### src/rtl/pipe_stage_reg_pkg.sv
// Shared pipeline definitions: default widths, occupancy width and the common
// stage payload layout used by pipeline stages and their benches.
package pipe_stage_reg_pkg;

    localparam int DW_DEF = 32;
    localparam int AW_DEF = 5;
    localparam int OCC_W  = 2;

    typedef struct packed {
        logic [DW_DEF-1:0] data;
        logic [AW_DEF-1:0] ws;
        logic              we;
    } stage_payload_t;

endpackage

### src/rtl/pipe_entry_reg.sv
// One pipeline entry: payload, write-enable and valid bit with load and clear.
// Clear drops valid and we but keeps the payload bits where they are.
module pipe_entry_reg #(
    parameter int W = 8
) (
    input  logic         clk,
    input  logic         rst,
    input  logic         load_i,
    input  logic         clear_i,
    input  logic [W-1:0] pl_i,
    input  logic         we_i,
    output logic         valid_o,
    output logic [W-1:0] pl_o,
    output logic         we_o
);

    logic         valid_q;
    logic [W-1:0] pl_q;
    logic         we_q;

    always_ff @(posedge clk) begin
        if (rst) begin
            valid_q <= 1'b0;
            pl_q    <= '0;
            we_q    <= 1'b0;
        end else if (clear_i) begin
            valid_q <= 1'b0;
            we_q    <= 1'b0;
        end else if (load_i) begin
            valid_q <= 1'b1;
            pl_q    <= pl_i;
            we_q    <= we_i;
        end
    end

    assign valid_o = valid_q;
    assign pl_o    = pl_q;
    assign we_o    = we_q;

endmodule

### src/rtl/pipe_stage_reg.sv
// Two-entry skid-buffered pipeline register with registered in_ready, flush,
// zero-register write kill and a forwarding query on the main entry.
module pipe_stage_reg
    import pipe_stage_reg_pkg::*;
#(
    parameter int DW               = DW_DEF,
    parameter int AW               = AW_DEF,
    parameter int ZERO_REG_WE_KILL = 1
) (
    input  logic             clk,
    input  logic             rst,
    input  logic             flush,
    input  logic             in_valid,
    output logic             in_ready,
    input  logic [DW-1:0]    in_data,
    input  logic [AW-1:0]    in_ws,
    input  logic             in_we,
    output logic             out_valid,
    input  logic             out_ready,
    output logic [DW-1:0]    out_data,
    output logic [AW-1:0]    out_ws,
    output logic             out_we,
    input  logic [AW-1:0]    fwd_ws,
    output logic             fwd_hit,
    output logic [DW-1:0]    fwd_data,
    output logic [OCC_W-1:0] occupancy
);

    localparam int PW      = DW + AW;
    localparam bit KILL_EN = (ZERO_REG_WE_KILL != 0);

    // Handshake: a beat moves on a port only in a cycle where valid and ready
    // are both high; valid and payload never depend on the same-cycle ready.
    logic             in_ready_q;
    logic [OCC_W-1:0] occ_q;

    logic          main_valid, skid_valid, main_we, skid_we;
    logic [PW-1:0] main_pl, skid_pl, in_pl, main_pl_d;
    logic          main_we_d, in_we_eff;
    logic          in_fire, out_fire;
    logic          main_load, main_clear, skid_load, skid_clear;
    logic          main_v_d, skid_v_d;

    assign in_fire   = in_valid & in_ready_q;
    assign out_fire  = main_valid & out_ready;
    assign in_pl     = {in_data, in_ws};
    assign in_we_eff = in_we & ~(KILL_EN & (in_ws == '0));

    // Skid always drains into main first so beats leave in acceptance order.
    assign main_pl_d = skid_valid ? skid_pl : in_pl;
    assign main_we_d = skid_valid ? skid_we : in_we_eff;

    always_comb begin
        main_load  = 1'b0;
        main_clear = 1'b0;
        skid_load  = 1'b0;
        skid_clear = 1'b0;
        main_v_d   = main_valid;
        skid_v_d   = skid_valid;
        if (flush) begin
            main_clear = 1'b1;
            skid_clear = 1'b1;
            main_v_d   = 1'b0;
            skid_v_d   = 1'b0;
        end else begin
            if (!main_valid || out_fire) begin
                if (skid_valid || in_fire) begin
                    main_load = 1'b1;
                    main_v_d  = 1'b1;
                end else if (out_fire) begin
                    main_clear = 1'b1;
                    main_v_d   = 1'b0;
                end
            end
            if (skid_valid && out_fire) begin
                skid_clear = 1'b1;
                skid_v_d   = 1'b0;
            end else if (in_fire && main_valid && !out_fire) begin
                skid_load = 1'b1;
                skid_v_d  = 1'b1;
            end
        end
    end

    pipe_entry_reg #(.W(PW)) u_main (
        .clk     (clk),
        .rst     (rst),
        .load_i  (main_load),
        .clear_i (main_clear),
        .pl_i    (main_pl_d),
        .we_i    (main_we_d),
        .valid_o (main_valid),
        .pl_o    (main_pl),
        .we_o    (main_we)
    );

    pipe_entry_reg #(.W(PW)) u_skid (
        .clk     (clk),
        .rst     (rst),
        .load_i  (skid_load),
        .clear_i (skid_clear),
        .pl_i    (in_pl),
        .we_i    (in_we_eff),
        .valid_o (skid_valid),
        .pl_o    (skid_pl),
        .we_o    (skid_we)
    );

    always_ff @(posedge clk) begin
        if (rst) begin
            in_ready_q <= 1'b1;
            occ_q      <= '0;
        end else begin
            in_ready_q <= ~skid_v_d;
            occ_q      <= OCC_W'(main_v_d) + OCC_W'(skid_v_d);
        end
    end

    assign in_ready  = in_ready_q;
    assign occupancy = occ_q;
    assign out_valid = main_valid;
    assign out_data  = main_pl[PW-1:AW];
    assign out_ws    = main_pl[AW-1:0];
    assign out_we    = main_we & main_valid;
    assign fwd_hit   = main_valid & main_we & (out_ws == fwd_ws) & (fwd_ws != '0);
    assign fwd_data  = out_data;

endmodule

### config.mk
export PLATFORM = sky130hd
export DESIGN_NAME = pipe_stage_reg
export DESIGN_NICKNAME = d
export VERILOG_FILES = /design/src/rtl/pipe_stage_reg_pkg.sv /design/src/rtl/pipe_entry_reg.sv /design/src/rtl/pipe_stage_reg.sv
export SDC_FILE = /design/constraint.sdc
export NUM_CORES = 1
export LEC_CHECK = 0
export ABC_CLOCK_PERIOD_IN_PS = 3710
export CORE_MARGIN = 3
export CORE_UTILIZATION = 52
export DETAILED_ROUTE_END_ITERATION = 7
export PLACE_DENSITY = 0.86
export SLEW_MARGIN = 20
export SYNTH_ARGS = -nofsm -noshare
export SYNTH_HDL_FRONTEND = slang
export SYNTH_HIERARCHICAL = 1
export SYNTH_SLANG_ARGS = --single-unit
### constraint.sdc
create_clock -name clk -period 3.71 [get_ports clk]
set_input_delay 0.742 -clock clk [delete_from_list [all_inputs] [get_ports clk]]
set_output_delay 0.742 -clock clk [all_outputs]
set_load 0.01 [all_outputs]
==> results of run 1 <==
per-layer routing:
metal	up-vias	GRT usage (%)	routed length, um
li1	1716	-	-
met1	1707	26.11	4595
met2	101	34.84	4900
met3	10	5.166	551
met4	0	6.092	104
met5	-	0	0
power by group:
group / internal [mW] / switching, mW
Sequential: 0.885 / 0.0127
Combinational: 0.159 / 0.103
Clock: 0.291 / 0.309
final cells by class:
class	instances	share of cell area (%)
multi-input cells	298	42.43
clock inverters	3	0.2692
flip-flops and latches	81	29.10
well taps	105	2.356
clock buffers	12	2.962
repair buffers	128	22.89
critical path: stages:
cell             delay (ps)
clkdlybuf4s50_1         420
or2_2                   290
o21ai_0                 130
and4_1                  200
clkdlybuf4s50_1         530
state kept, by name, indices dropped and copies added, names as in the netlist:
register / flops
occupancy: 2
u_main/valid_o: 1
u_skid/pl_o: 37
u_main/pl_o: 37
u_skid/valid_o: 1
u_main/we_o: 1
u_skid/we_o: 1
in_ready: 1
placed cells by master, fill, tap and decap left out, types with 5 or more instances in the layout:
cell type | netlist | final
o21ai_1 | 60 | 60
buf_4 | 38 | 6
clkbuf_8 | 0 | 12
nand4bb_1 | 74 | 74
nand2b_1 | 77 | 77
o21ai_0 | 15 | 15
nor3_1 | 6 | 5
dfxtp_1 | 81 | 80
clkdlybuf4s50_1 | 0 | 121
mux2_2 | 38 | 38
worst max path at each step:
| stage | end | from | depth (start not counted) |
|---|---|---|---|
| 2_1_floorplan | fwd_hit | fwd_ws[4] | 3 |
| 6_report | fwd_hit | fwd_ws[4] | 5 |
| 5_1_grt | fwd_hit | fwd_ws[4] | 5 |
| 3_5_place_dp | fwd_hit | fwd_ws[4] | 5 |
| 3_3_place_gp | fwd_hit | fwd_ws[4] | 5 |
| 4_1_cts | fwd_hit | fwd_ws[4] | 5 |
kinds of logic after synthesis:
group,share of synthesized area [%]
buffers and inverters,11.18
multiplexers,10.03
AO/OA/AOI/OAI,9.501
adder cells (fa/ha/maj),0.2802
XOR/XNOR,0.7849
flip-flops,36.32
AND/OR/NAND/NOR,31.89
==> impl_results.md, run 1 <==
* Pre-antenna DRT Iters at 5
* TritonCTS Sinks at 81
* Drc violations at 0
* Final setup viols at 0
* Min Tclk post-route at 3062 ps
* Mapped Avg Cell Area at 9.790 sq um
* RSZ-0062 raised after global routing: false
* Final hold vios at 0
* Area after DPL at 0.005376 sq mm
* Clk slew on worst S/H paths at 70 ps
* Fin Hold WS at 468.1 ps
* Gr ovfl total at 0
* Die Area at 0.009733 sq mm
* Status: finished, final reports clean
* Worst Setup End Kind: primary output
* CTS Hold Bufs at 0
* Worst IR Drop VDD at 0.0001993 V
* Number of antenna diodes at 0
* Hold Path Stages at 2
* # port buffers at 122
* Critical Path RT at 2970 ps
* Post-synth EDFFs at 0
* Worst Hold Class: register to register
* GPL Wtd Cong at 0.7353
* Crit Path Max Fanout at 2
* Pre-CTS WS at 652.4 ps
* Core area at 0.008258 sq mm
* FMAX at 326.6 MHz
* Post-cts resize count at 0
* Final ANT Viol Nets at 0
* Pwr Density at 315.6 mW/mm^2
* WP data arrival at 2320 ps
* Post-synth cell types at 28
* Setup Buffers After CTS at 0
* Area of the multi-input gates at 0.002366 sq mm
* Setup CP Type: input pin to primary output
* Worst skew pair latency at 340 ps
* # IOs at 123
* R2R cell count at 3
* Commonest cells in the netlist: 81 x dfxtp_1, 77 x nand2b_1, 74 x nand4bb_1
* Rel. slew slack at 41.79%
* Fill count at 672
* Crit share post-route at 82.52%
* CTS H-tree depth at 3
* Top post-synthesis cells by area: dfxtp_1 36%, nand4bb_1 19%, nand2b_1 11%
* Area growth from synthesis to layout at 24.92%
* Register area at 0.001623 sq mm
* Worst Max-Slew Pin Slew at 871.3 ps
* Lkg Pwr at 1.828 nW
* FF-to-FF Start: u_skid/valid_o
* Flops & latches, synth at 81
* Top-count cell post-synth: dfxtp_1
* Max-slew violations at 0
* Total power at 1.760 mW
* Top cell type's share of synthesized area at 36.32%
* Mapped cell area at 0.004464 sq mm
* Core Util, Final at 67.53%
* Antenna violations before repair at 0
* Dominant synthesized flop cell: dfxtp_1
* WL per Instance at 16.19 um
* Ys async rst share at 0%
* Placed Cells at 611
* Final std cells w/o fill at 627
* Detailed-route via count at 3534
* # rows at 33
* Die width at 98.66 um
* Reg2reg end: u_skid/pl_o[1]
* R2R Setup Slk at 1640 ps
* Initial Util at 54.06%
* Final worst slack at 648.5 ps
* Share of cells above drive strength 1 at 13.03%
* Hold path startpoint: u_skid/pl_o[24]
* Syn Nets at 505
* Synth Warn # at 6
* Root Buffer: clkbuf_8
* Final #Nets at 567
* Die height at 98.66 um
* Post-synth top area cell: dfxtp_1
* Number of global-route vias before repair at 3504
* HPWL after detailed placement at 6248 um
* TNS Setup at 0 ps
* Post-Layout Inst Area at 0.005577 sq mm
* Max-Cap Viols at 0
* Total CTS buffers at 9
* Largest net degree at the start of global routing at 156
* Via density at 5.636
* Routed WL at 10150 um
* Clock buffer depth at 2
* First-pass GRT wire length at 16730 um
* Cell count after synthesis at 456
* Sequential share of the synthesized area at 36.32%
* Worst setup SP type: input pin
* CTS tree: yes
* DRT iter0 DRCs at 203
* GRT Util Overall at 20.64%
* Clock skew at 6.172 ps
* Hold Path Sink: u_skid/pl_o[24]
No activity file was read; power rests on OpenSTA's default activity.
==> inputs of run 2 (changes only) <==
Settings changed: ABC_CLOCK_PERIOD_IN_PS 3710 to 2600, CORE_UTILIZATION 52 to 44, PLACE_DENSITY 0.86 to 0.77.
Clock period 3.71 ns to 2.6 ns, I/O delays scaled along.
==> impl_results.md, run 2 (synthesis results as in run 1) <==
* Final setup viols at 0 (unchanged)
* Number of global-route vias before repair at 3545 (was 3504)
* HPWL after detailed placement at 6935 um (was 6248 um)
* # IOs at 123 (unchanged)
* RSZ-0062 raised after global routing: false (unchanged)
* M2 GR Usage at 30.26% (was 34.84%)
* Final ANT Viol Nets at 0 (unchanged)
* Total CTS buffers at 9 (unchanged)
* Worst setup SP type: input pin (unchanged)
* Commonest non-fill, non-tap cell in the layout: clkdlybuf4s50_1 (unchanged)
* Critical path's largest stage delay at 450 ps (was 530 ps)
* WP data arrival at 1870 ps (was 2320 ps)
* GPL Wtd Cong at 0.7362 (was 0.7353)
* GRT Util Overall at 18.91% (was 20.64%)
* Clock buffer depth at 2 (unchanged)
* Crit Path Max Fanout at 2 (unchanged)
* Number of antenna diodes at 0 (unchanged)
* # port buffers at 122 (unchanged)
* Gr ovfl total at 0 (unchanged)
* WP buf/inv at 2 (unchanged)
* Worst path cell trace: clkdlybuf4s50_1 -> nor4_1 -> o21ai_0 -> and4_1 -> dlygate4sd2_1 (was clkdlybuf4s50_1 -> or2_2 -> o21ai_0 -> and4_1 -> clkdlybuf4s50_1)
* Pre-antenna DRT Iters at 4 (was 5)
* Lkg Pwr at 1.887 nW (was 1.828 nW)
* Hold Path Stages at 2 (unchanged)
* Die width at 106.7 um (was 98.66 um)
* Hold Path Sink: u_skid/pl_o[11] (was u_skid/pl_o[24])
* CP top delay family: buffers and inverters (unchanged)
* Root Buffer: clkbuf_8 (unchanged)
* Worst Setup End Kind: primary output (unchanged)
* DRT iter0 DRCs at 144 (was 203)
* Final std cells w/o fill at 663 (was 627)
* Setup CP Type: input pin to primary output (unchanged)
* Met1 GRT Util at 25.42% (was 26.11%)
* Area growth from synthesis to layout at 28.56% (was 24.92%)
* Crit share post-route at 91.91%
* Drc violations at 0 (unchanged)
* Clock skew at 8.632 ps (was 6.172 ps)
* Busiest grt layer: met2 (unchanged)
* Clk slew on worst S/H paths at 80 ps (was 70 ps)
* Reg2reg end: u_skid/pl_o[12] (was u_skid/pl_o[1])
* Area after DPL at 0.005552 sq mm (was 0.005376 sq mm)
* Initial Util at 45.46% (was 54.06%)
* Post-Layout Inst Area at 0.005739 sq mm (was 0.005577 sq mm)
* Worst IR Drop VDD at 0.0002829 V (was 0.0001993 V)
* Hold path startpoint: u_skid/pl_o[11] (was u_skid/pl_o[24])
* Worst skew pair latency at 350 ps (was 340 ps)
* Status: finished, final reports clean (unchanged)
* Share of cells above drive strength 1 at 13.77% (was 13.03%)
* Die Area at 0.01139 sq mm (was 0.009733 sq mm)
* R2R cell count at 5 (was 3)
* Setup Buffers After CTS at 0 (unchanged)
* First-pass GRT wire length at 17630 um (was 16730 um)
* Worst Max-Slew Pin Slew at 686.3 ps (was 871.3 ps)
* Routing usage on met3 at 4.034% (was 5.166%)
* Antenna violations before repair at 0 (unchanged)
* FF-to-FF Start: u_skid/valid_o (unchanged)
* Pwr Density at 451.8 mW/mm^2 (was 315.6 mW/mm^2)
* CTS tree: yes (unchanged)
* # rows at 36 (was 33)
* Core area at 0.009819 sq mm (was 0.008258 sq mm)
* Min Tclk post-route at 2390 ps
* TritonCTS Sinks at 81 (unchanged)
* R2R Setup Slk at 700 ps (was 1640 ps)
* Rel. slew slack at 54.24% (was 41.79%)
* Placed Cells at 647 (was 611)
* Final #Nets at 574 (was 567)
* Final hold vios at 0 (unchanged)
* Critical Path RT at 2080 ps (was 2970 ps)
* CTS H-tree depth at 3 (unchanged)
* Routed WL at 10790 um (was 10150 um)
* WL per Instance at 16.27 um (was 16.19 um)
* Via density at 5.306 (was 5.636)
* FMAX at 418.5 MHz
* Detailed-route via count at 3518 (was 3534)
* Worst Hold Class: register to register (unchanged)
* Max-Cap Viols at 0 (unchanged)
* Max-slew violations at 0 (unchanged)
* Die height at 106.7 um (was 98.66 um)
* Most frequent cells in the layout: 120 x clkdlybuf4s50_1, 80 x dfxtp_1, 77 x nand2b_1 (was 121 x clkdlybuf4s50_1, 80 x dfxtp_1, 77 x nand2b_1)
* Largest net degree at the start of global routing at 78 (was 156)
* Slowest cell on the critical path: clkdlybuf4s50_1 (unchanged)
==> run 2: changes by cell type in the layout (fill, tap and decap cells not counted) <==
cell,before,now
buf_12,1,6
clkbuf_1,0,3
buf_4,6,8
clkbuf_8,12,10
bufinv_16,0,1
clkdlybuf4s50_1,121,120
clkinv_2,3,2
dlygate4sd2_1,0,1
nor2b_2,1,0
nor2b_4,1,2
==> run 2: final cells by class <==
type                            count  area, sq um
Clock inverter                      3        40.04
Clock buffer                       13        148.9
Tap cell                          133        166.4
Multi-Input combinational cell    298         2371
Sequential cell                    81         1623
Fill cell                         894         4080
Timing Repair Buffer              135         1390
==> run 2: worst max path at each step <==
stage / startpoint / endpoint / slack, ps / cells past startpoint
floorplan: in_ws[3] / u_main/we_o / 850 / 5
global placement: fwd_ws[4] / fwd_hit / 1 / 5
detailed placement: fwd_ws[4] / fwd_hit / -40 / 5
CTS: fwd_ws[0] / fwd_hit / 210 / 5
global route: fwd_ws[0] / fwd_hit / 130 / 5
finish: fwd_ws[0] / fwd_hit / 210 / 5
==> run 2: worst min-delay path, cell delays in order (launching register included) <==
cell and delay, ps:
dfxtp_1 320, nand2b_1 60, o21ai_1 50
==> run 2: what timing repair did <==
item / 4_1_cts / 5_1_grt
hold buffers: 0 / 0
setup endpoints to repair: 1 / 0
resized for setup: 1 / 0
==> run 2: metal layers <==
metal	share of wire, %	wire length (um)
met1	47	5076
met2	46	4956
met3	6.1	661
met4	0.90	97
met5	0	0
==> run 2: power by group <==
part           internal [mW]  leakage [nW]  total [mW]  switching [mW]
Sequential              1.26         0.656        1.28          0.0179
Clock                  0.469        0.0974       0.921           0.451
Combinational          0.238          1.13       0.392           0.153
Total                   1.97          1.89        2.59           0.622
==> run 2: through the flow <==
step                hold WS (ps)  total power, mW  util [%]  TNS (ps)  setup WS (ps)
floorplan                  438.3            1.522         -         0          854.3
global placement           447.5            1.696     56.54         0          1.288
detailed placement         452.5            1.702     56.54    -38.91         -38.91
CTS                        467.3            2.623     58.45         0          205.6
global route               490.3            2.710     58.45         0          129.4
finish                     467.2            2.593     58.45         0          210.3
